### src/rtl/pid_controller_mc.sv
// pid_controller_mc
// -----------------------------------------------------------------------------
// Multi-channel, time-multiplexed PID controller. A single shared signed
// multiplier serves NUM_CH independent loops. A one-cycle `sample` strobe
// starts a sweep that visits every channel in five states:
//   ERR -> MP -> MI -> MD -> OUT
// Each channel keeps three pieces of state: its integrator, its previous
// error, and the direction in which it last saturated.
//
// Ports
//   clk, reset_n        : clock and asynchronous active-low reset
//   en                  : 0 = synchronous clear of all loop state and outputs
//   sample              : one-cycle strobe that starts a sweep (accepted in IDLE)
//   k_p, k_i, k_d       : per-channel unsigned Q(INT.FRAC) gains; channel k is slice k
//   setpoint, feedback  : per-channel unsigned process values; channel k is slice k
//   iwin                : integration window; the loop integrates only when |e| <= iwin
//   busy                : a sweep is in progress
//   out_valid           : one-cycle strobe; out_ch, control_out, error_out and sat
//                         are valid in this cycle
//   out_ch              : channel index of the current result
//   control_out         : clamped control value (integer part)
//   error_out           : error used for this result
//   sat                 : control_out was clamped
//   overrun             : sticky; `sample` arrived while busy
// -----------------------------------------------------------------------------
module pid_controller_mc #(
  parameter  int NUM_CH         = 2,
  parameter  int PID_INT_WIDTH  = 8,
  parameter  int PID_FRAC_WIDTH = 8,
  parameter  int PV_WIDTH       = 9,
  parameter  int CONTROL_WIDTH  = 16,
  parameter  int ACC_WIDTH      = 32,
  localparam int GW             = PID_INT_WIDTH + PID_FRAC_WIDTH,
  localparam int CH_W           = (NUM_CH > 1) ? $clog2(NUM_CH) : 1
) (
  input  logic                            clk,
  input  logic                            reset_n,
  input  logic                            en,
  input  logic                            sample,
  input  logic [NUM_CH*GW-1:0]            k_p,
  input  logic [NUM_CH*GW-1:0]            k_i,
  input  logic [NUM_CH*GW-1:0]            k_d,
  input  logic [NUM_CH*PV_WIDTH-1:0]      setpoint,
  input  logic [NUM_CH*PV_WIDTH-1:0]      feedback,
  input  logic [PV_WIDTH-1:0]             iwin,
  output logic                            busy,
  output logic                            out_valid,
  output logic [CH_W-1:0]                 out_ch,
  output logic signed [CONTROL_WIDTH-1:0] control_out,
  output logic signed [PV_WIDTH:0]        error_out,
  output logic                            sat,
  output logic                            overrun
);

  // Error width, multiplier operand widths, product width, and the width of a
  // sum of up to three accumulator terms (which cannot overflow it).
  localparam int EW = PV_WIDTH + 1;
  localparam int MA = GW + 1;
  localparam int MB = PV_WIDTH + 2;
  localparam int PW = MA + MB;
  localparam int SW = ACC_WIDTH + 2;

  localparam logic signed [ACC_WIDTH-1:0] ACC_MAX = {1'b0, {(ACC_WIDTH-1){1'b1}}};
  localparam logic signed [ACC_WIDTH-1:0] ACC_MIN = {1'b1, {(ACC_WIDTH-1){1'b0}}};
  localparam logic signed [ACC_WIDTH-1:0] C_MAX =
    ACC_WIDTH'({1'b0, {(CONTROL_WIDTH-1){1'b1}}});
  localparam logic signed [ACC_WIDTH-1:0] C_MIN =
    ACC_WIDTH'($signed({1'b1, {(CONTROL_WIDTH-1){1'b0}}}));

  typedef enum logic [2:0] {S_IDLE, S_ERR, S_MP, S_MI, S_MD, S_OUT} state_e;
  typedef enum logic [1:0] {SD_NONE, SD_POS, SD_NEG} satdir_e;

  // Saturating narrowing: the value fits in ACC_WIDTH only when the top three
  // bits of the wide sum agree.
  function automatic logic signed [ACC_WIDTH-1:0] sat_acc(input logic signed [SW-1:0] v);
    if (v[SW-1:ACC_WIDTH-1] == '0 || v[SW-1:ACC_WIDTH-1] == '1) begin
      return v[ACC_WIDTH-1:0];
    end
    return v[SW-1] ? ACC_MIN : ACC_MAX;
  endfunction

  // ---------------------------------------------------------------------------
  // State
  // ---------------------------------------------------------------------------
  state_e                         state_q;
  logic [CH_W-1:0]                ch_q;
  logic signed [EW-1:0]           e_q;
  logic signed [ACC_WIDTH-1:0]    p_q;
  logic signed [ACC_WIDTH-1:0]    integ_q  [NUM_CH];
  logic signed [EW-1:0]           prev_e_q [NUM_CH];
  satdir_e                        satdir_q [NUM_CH];

  logic                           out_valid_q;
  logic [CH_W-1:0]                out_ch_q;
  logic signed [CONTROL_WIDTH-1:0] control_q;
  logic signed [EW-1:0]           error_q;
  logic                           sat_q;
  logic                           overrun_q;

  // ---------------------------------------------------------------------------
  // Per-channel views of the packed input buses
  // ---------------------------------------------------------------------------
  logic [GW-1:0]       kp_a [NUM_CH];
  logic [GW-1:0]       ki_a [NUM_CH];
  logic [GW-1:0]       kd_a [NUM_CH];
  logic [PV_WIDTH-1:0] sp_a [NUM_CH];
  logic [PV_WIDTH-1:0] fb_a [NUM_CH];

  for (genvar g = 0; g < NUM_CH; g++) begin : g_ch
    assign kp_a[g] = k_p[g*GW +: GW];
    assign ki_a[g] = k_i[g*GW +: GW];
    assign kd_a[g] = k_d[g*GW +: GW];
    assign sp_a[g] = setpoint[g*PV_WIDTH +: PV_WIDTH];
    assign fb_a[g] = feedback[g*PV_WIDTH +: PV_WIDTH];
  end

  // ---------------------------------------------------------------------------
  // Datapath
  // ---------------------------------------------------------------------------
  logic signed [EW-1:0]        e_d;
  logic signed [MA-1:0]        mul_a;
  logic signed [MB-1:0]        mul_b;
  logic signed [MB-1:0]        e_ext;
  logic signed [MB-1:0]        prev_ext;
  logic signed [PW-1:0]        mul_p;
  logic signed [ACC_WIDTH-1:0] prod;

  assign e_d = $signed({1'b0, sp_a[ch_q]}) - $signed({1'b0, fb_a[ch_q]});

  // The single shared multiplier. The gain is zero-extended into a signed
  // operand. The second operand is the error in MP/MI and the error
  // difference in MD.
  // NOTE: every variable written in always_comb gets a default first, so no
  // path can leave it unassigned and infer a latch.
  always_comb begin
    e_ext    = MB'(e_q);
    prev_ext = MB'(prev_e_q[ch_q]);
    mul_a    = '0;
    mul_b    = '0;
    unique case (state_q)
      S_MP: begin
        mul_a = $signed({1'b0, kp_a[ch_q]});
        mul_b = e_ext;
      end
      S_MI: begin
        mul_a = $signed({1'b0, ki_a[ch_q]});
        mul_b = e_ext;
      end
      S_MD: begin
        mul_a = $signed({1'b0, kd_a[ch_q]});
        mul_b = e_ext - prev_ext;
      end
      default: ;
    endcase
    mul_p = PW'(mul_a) * PW'(mul_b);
    prod  = ACC_WIDTH'(mul_p);
  end

  // Integrator update and the anti-windup decision (used in MI).
  logic [EW-1:0]               e_abs;
  logic                        e_pos;
  logic                        e_neg;
  logic                        inhibit;
  logic signed [SW-1:0]        integ_sum;
  logic signed [ACC_WIDTH-1:0] integ_d;

  always_comb begin
    e_abs     = e_q[EW-1] ? -e_q : e_q;
    e_pos     = !e_q[EW-1] && (e_q != '0);
    e_neg     = e_q[EW-1];
    // The loop stops integrating outside the window. It also stops while the
    // error would push the output further into the rail it last hit.
    inhibit   = (e_abs > {1'b0, iwin})
             || ((satdir_q[ch_q] == SD_POS) && e_pos)
             || ((satdir_q[ch_q] == SD_NEG) && e_neg);
    integ_sum = SW'(integ_q[ch_q]) + SW'(prod);
    integ_d   = sat_acc(integ_sum);
  end

  // Output sum (used in MD). The result is registered on entry to OUT, so it
  // is presented together with the out_valid strobe. integ_q already holds
  // the value updated in MI.
  logic signed [SW-1:0]            u_sum;
  logic signed [ACC_WIDTH-1:0]     u_acc;
  logic signed [ACC_WIDTH-1:0]     y_acc;
  logic signed [ACC_WIDTH-1:0]     y_cl;
  logic                            clamp_hi;
  logic                            clamp_lo;
  logic signed [CONTROL_WIDTH-1:0] ctrl_d;

  always_comb begin
    u_sum    = SW'(p_q) + SW'(integ_q[ch_q]) + SW'(prod);
    u_acc    = sat_acc(u_sum);
    y_acc    = u_acc >>> PID_FRAC_WIDTH;
    clamp_hi = (y_acc > C_MAX);
    clamp_lo = (y_acc < C_MIN);
    if (clamp_hi) begin
      y_cl = C_MAX;
    end else if (clamp_lo) begin
      y_cl = C_MIN;
    end else begin
      y_cl = y_acc;
    end
    ctrl_d = CONTROL_WIDTH'(y_cl);
  end

  // ---------------------------------------------------------------------------
  // Sequencer and registered state
  // ---------------------------------------------------------------------------
  // NOTE: sequential state uses non-blocking (<=) assignments so every
  // register samples values from before the edge, whatever the statement order.
  always_ff @(posedge clk or negedge reset_n) begin
    if (!reset_n) begin
      state_q     <= S_IDLE;
      ch_q        <= '0;
      e_q         <= '0;
      p_q         <= '0;
      // NOTE: the per-channel arrays are flops, not RAM. They must be reset,
      // because the next sweep reads them as loop state.
      for (int c = 0; c < NUM_CH; c++) begin
        integ_q[c]  <= '0;
        prev_e_q[c] <= '0;
        satdir_q[c] <= SD_NONE;
      end
      out_valid_q <= 1'b0;
      out_ch_q    <= '0;
      control_q   <= '0;
      error_q     <= '0;
      sat_q       <= 1'b0;
      overrun_q   <= 1'b0;
    end else if (!en) begin
      state_q     <= S_IDLE;
      ch_q        <= '0;
      e_q         <= '0;
      p_q         <= '0;
      for (int c = 0; c < NUM_CH; c++) begin
        integ_q[c]  <= '0;
        prev_e_q[c] <= '0;
        satdir_q[c] <= SD_NONE;
      end
      out_valid_q <= 1'b0;
      out_ch_q    <= '0;
      control_q   <= '0;
      error_q     <= '0;
      sat_q       <= 1'b0;
      overrun_q   <= 1'b0;
    end else begin
      out_valid_q <= 1'b0;
      // A strobe that arrives mid-sweep, including in the last OUT cycle, is
      // dropped and only flagged.
      if (sample && (state_q != S_IDLE)) begin
        overrun_q <= 1'b1;
      end
      unique case (state_q)
        S_IDLE: begin
          if (sample) begin
            ch_q    <= '0;
            state_q <= S_ERR;
          end
        end
        S_ERR: begin
          e_q     <= e_d;
          state_q <= S_MP;
        end
        S_MP: begin
          p_q     <= prod;
          state_q <= S_MI;
        end
        S_MI: begin
          if (!inhibit) begin
            integ_q[ch_q] <= integ_d;
          end
          state_q <= S_MD;
        end
        S_MD: begin
          prev_e_q[ch_q] <= e_q;
          satdir_q[ch_q] <= clamp_hi ? SD_POS : (clamp_lo ? SD_NEG : SD_NONE);
          control_q      <= ctrl_d;
          sat_q          <= clamp_hi || clamp_lo;
          error_q        <= e_q;
          out_ch_q       <= ch_q;
          out_valid_q    <= 1'b1;
          state_q        <= S_OUT;
        end
        S_OUT: begin
          if (ch_q == CH_W'(NUM_CH - 1)) begin
            state_q <= S_IDLE;
          end else begin
            ch_q    <= ch_q + CH_W'(1);
            state_q <= S_ERR;
          end
        end
        default: state_q <= S_IDLE;
      endcase
    end
  end

  assign busy        = (state_q != S_IDLE);
  assign out_valid   = out_valid_q;
  assign out_ch      = out_ch_q;
  assign control_out = control_q;
  assign error_out   = error_q;
  assign sat         = sat_q;
  assign overrun     = overrun_q;

endmodule

### config.mk
export PLATFORM = sky130hd
export DESIGN_NAME = pid_controller_mc
export DESIGN_NICKNAME = d
export VERILOG_FILES = /design/src/rtl/pid_controller_mc.sv
export SDC_FILE = /design/constraint.sdc
export NUM_CORES = 1
export LEC_CHECK = 0
export CAP_MARGIN = 10
export CORE_ASPECT_RATIO = 1.1
export CORE_MARGIN = 4
export CORE_UTILIZATION = 70
export CTS_BUF_LIST = sky130_fd_sc_hd__clkbuf_8 sky130_fd_sc_hd__clkbuf_16
export DETAILED_ROUTE_END_ITERATION = 8
export DONT_BUFFER_PORTS = 1
export PLACE_DENSITY = 0.91
export SLEW_MARGIN = 10
export SYNTH_ARGS = -nofsm -noshare
export SYNTH_HDL_FRONTEND = slang
export SYNTH_SLANG_ARGS = --single-unit
### constraint.sdc
create_clock -name clk -period 37.9 [get_ports clk]
set_input_delay 0 -clock clk [delete_from_list [all_inputs] [get_ports clk]]
set_output_delay 0 -clock clk [all_outputs]
set_load 0.005 [all_outputs]
==> flow_metrics.tcl <==
set metrics [dict create \
    run_status "complete, but fails checks" \
    violated_checks "DRC" \
    grt_usage 0.388 \
    number_of_storage_elements_in_the_synthesis_netlist 160 \
    crit_type "register to register" \
    asr_flop_ratio_synth 1.00 \
    relative_max_transition_margin 0.187 \
    post_route_utilization 0.757 \
    timing.clock.skew_ns 0.0143 \
    critPathMaxStageDelay_ns 0.89 \
    floorplan.initialDensity 0.717 \
    die_width_um 165 \
    power_density_nw_per_um2 23.2 \
    slew_violations 0 \
    worst-path-max-fanout 62 \
    portBuffers 0 \
    transition_time_of_the_tightest_slew_check_pin_ns 1.20 \
    floorplan.core_area_um2 26400 \
    global_route.usage.met1 0.449 \
    final.setup.tns_ns 0 \
    place_inst 2537 \
    netlist_area_um2 18900 \
    globalplace.congestion 0.940 \
    worst_voltage_drop_across_the_vdd_grid_v 0.0000337 \
    post_cts_resized 0 \
    synth.yosys.seq_area_share 0.212 \
    antenna_found_initial 4 \
    fin_crit_ns 13.61 \
    drt-vias-per-instance 6.52 \
    grt_first_pass_wirelength_mm 91.1 \
    routed_wl_mm 56.0 \
    maxCapViolCount 0 \
    dpl_cell_area_um2 19200 \
    worst_path_top_cell_family_by_delay "compound AO/OA/AOI/OAI gates" \
    cts.reportedPaths.clkPinSlew_ns 0.07 \
    global_route.overflow_total 0 \
    design.final.nets 2692 \
    detailedRoute.firstIterationViolations 1662 \
    synthToLayoutAreaGrowth_pct 5.65 \
    clk-insertion-delay-late_ns 0.45 \
    tritoncts "yes" \
    number_of_remaining_drc_errors 2 \
    grt_max_degree 161 \
    finish.instance_area_um2 20000 \
    floorplan.die_area_um2 29700 \
    worstPathRequired_ns 38.17 \
    yosysUniqueCellTypes 81 \
    cp_common_cell "fa_1" \
    place_worst_setup_slack_ns 24.58 \
    h-tree-depth 4 \
    top_usage_layer "met2" \
    syn_area_per_cell_um2 8.40 \
    vias 16900 \
    critical-path-slowest-cell "buf_4" \
    cts_made_buffers 17 \
    worst_ep_arrival_time_ns 13.88 \
    syn_nets 2728 \
    rsz0062_at_grt "no" \
    design.portCount 176 \
    finalPower_mw 0.463 \
    holdWs_ns 0.0279 \
    setup_viol 0 \
    first_global_vias 17800 \
    cp.buffers_inverters 7 \
    drive_above_1_share 0.0539 \
    detailedRoute.firstPassIterationCount 8 \
    avgRoutedWirePerCell_um 21.6 \
    ctsRootBufferMaster "clkbuf_16" \
    leakagePower_nw 10.2 \
    grt_met2_usage 0.620 \
    post_synth_inst_count 2251 \
    post_synth_edffs 0 \
    chipHeight_um 180 \
    rows 62 \
    ant_nets 0 \
    tritoncts_num_sinks 160 \
    finalHoldViolCount 0 \
    finalCritPeriodShare 0.359 \
    half_perimeter_wire_length_of_the_detailed_placement_result_mm 41.2 \
    final-instance-count-excl-fill 2587 \
    critical_path.endpoint_type "register" \
    cts_buffer_depth 2 \
    timing.critical_path.from_type "register" \
    ys_dominant_reg_cell "dfrtp_1" \
    finalWorstSetupSlack_ns 24.29 \
    synth_warnings 0 \
    hold_class "input port to register" \
    use_met3 0.0977 \
    max_clock_freq_mhz 73.5 \
]
[area by class of cell]
| cell class | instances | area [um^2] |
|---|---|---|
| Inverter | 360 | 1350 |
| Clock buffer | 18 | 439 |
| Sequential cell | 160 | 4010 |
| Clock inverter | 14 | 146 |
| Tap cell | 352 | 440 |
| Fill cell | 1784 | 6400 |
| Timing Repair Buffer | 42 | 360 |
| Antenna cell | 7 | 17.5 |
| Multi-Input combinational cell | 1634 | 13200 |
[cells in the final DEF (no fill, tap or decap), types with 15 or more instances in the layout]
cell	instances
buf_4	31
nor2_1	206
a31oi_1	15
nand2_1	268
dfrtp_1	158
o21ai_0	80
xnor2_1	59
inv_1	359
a221o_1	43
nand2b_1	34
clkbuf_16	17
a21oi_1	153
fa_1	160
mux2i_1	73
ha_1	172
a21o_1	43
mux2_2	20
nand3_1	26
o21a_1	21
nor2b_1	16
xor2_1	27
nor3_1	26
[registers in the layout (all words and copies together), names as in the netlist, 3 cells and up]
register,flops
control_out,16
prev_e_q,20
state_q,3
e_q,10
error_out,10
integ_q,64
p_q,28
satdir_q,4
[Yosys cell counts, types with 5 or more instances]
cell type / count / area (um^2)
a21boi_0: 6 / 45.0
xor2_1: 27 / 236
o21a_1: 21 / 158
nor3_1: 26 / 130
a31oi_1: 16 / 100
or2_2: 7 / 43.8
clkbuf_1: 79 / 297
a22oi_1: 6 / 45.0
inv_1: 359 / 1350
a22o_1: 9 / 78.8
mux2i_1: 73 / 731
nor2_1: 211 / 792
a21oi_1: 154 / 771
dfrtp_1: 160 / 4000
o211ai_1: 6 / 45.0
nand2b_1: 34 / 213
mux2_2: 20 / 225
fa_1: 160 / 3200
buf_1: 14 / 52.6
and2_1: 7 / 43.8
and3_1: 11 / 68.8
ha_1: 172 / 2150
o21bai_1: 13 / 97.6
o21ai_0: 80 / 400
nand3_1: 26 / 130
o31ai_1: 9 / 67.6
nand2_1: 268 / 1010
xnor2_1: 59 / 517
o221ai_1: 9 / 78.8
or3_1: 7 / 43.8
o311ai_0: 5 / 43.8
nor2b_1: 16 / 100
nand4_1: 11 / 68.8
a21o_1: 43 / 323
a221o_1: 43 / 430
[logic make-up after synthesis]
family,Yosys count,share of synthesized area
buffers and inverters,457,0.0913
flip-flops,160,0.212
multiplexers,98,0.0561
adder cells (fa/ha/maj),332,0.283
AND/OR/NAND/NOR,637,0.145
XOR/XNOR,86,0.0398
AO/OA/AOI/OAI,481,0.173
[path summary, 6_finish.rpt]
| path | from | endpoint | slack (ns) | cells after the start |
|---|---|---|---|---|
| max | ch_q | control_out[12] | 24.29 | 41 |
| min | setpoint[1] | e_q[1] | 0.03 | 3 |
| max reg2reg | ch_q | control_out[12] | 24.29 | 41 |
| min reg2reg | integ_q[38] | integ_q[38] | 0.48 | 2 |
| max in group asynchronous | reset_n | ch_q | 36.94 | 2 |
| min in group asynchronous | reset_n | control_out[13] | 0.24 | 2 |
[layer usage]
| layer | routed length (um) | vias up |
|---|---|---|
| met5 | 0 | - |
| met4 | 4510 | 0 |
| met3 | 5330 | 279 |
| met1 | 19500 | 8101 |
| met2 | 26600 | 1062 |
| li1 | - | 7431 |
[timing repair]
action                    4_1_cts  5_1_grt
hold buffers                   11        0
hold endpoints to repair      185        0
buffers inserted                0        0
[power breakdown]
group | total, mW | internal, mW | leakage [nW] | switching, mW
clock | 0.174 | 0.0943 | 0.285 | 0.0793
combinational | 0.110 | 0.0366 | 7.72 | 0.0738
sequential | 0.179 | 0.173 | 2.23 | 0.00554
total | 0.463 | 0.304 | 10.2 | 0.159
[worst register-to-register path, delay by kind of cell, from the launching register on]
family,cells,cell delay [ns]
XOR/XNOR,1,0.23
AO/OA/AOI/OAI,21,6.16
adder cells (fa/ha/maj),9,3.98
AND/OR/NAND/NOR,2,0.47
buffers and inverters,7,1.50
flip-flops,1,0.80
multiplexers,1,0.29
Note: power is estimated with default switching activity, not from simulation.
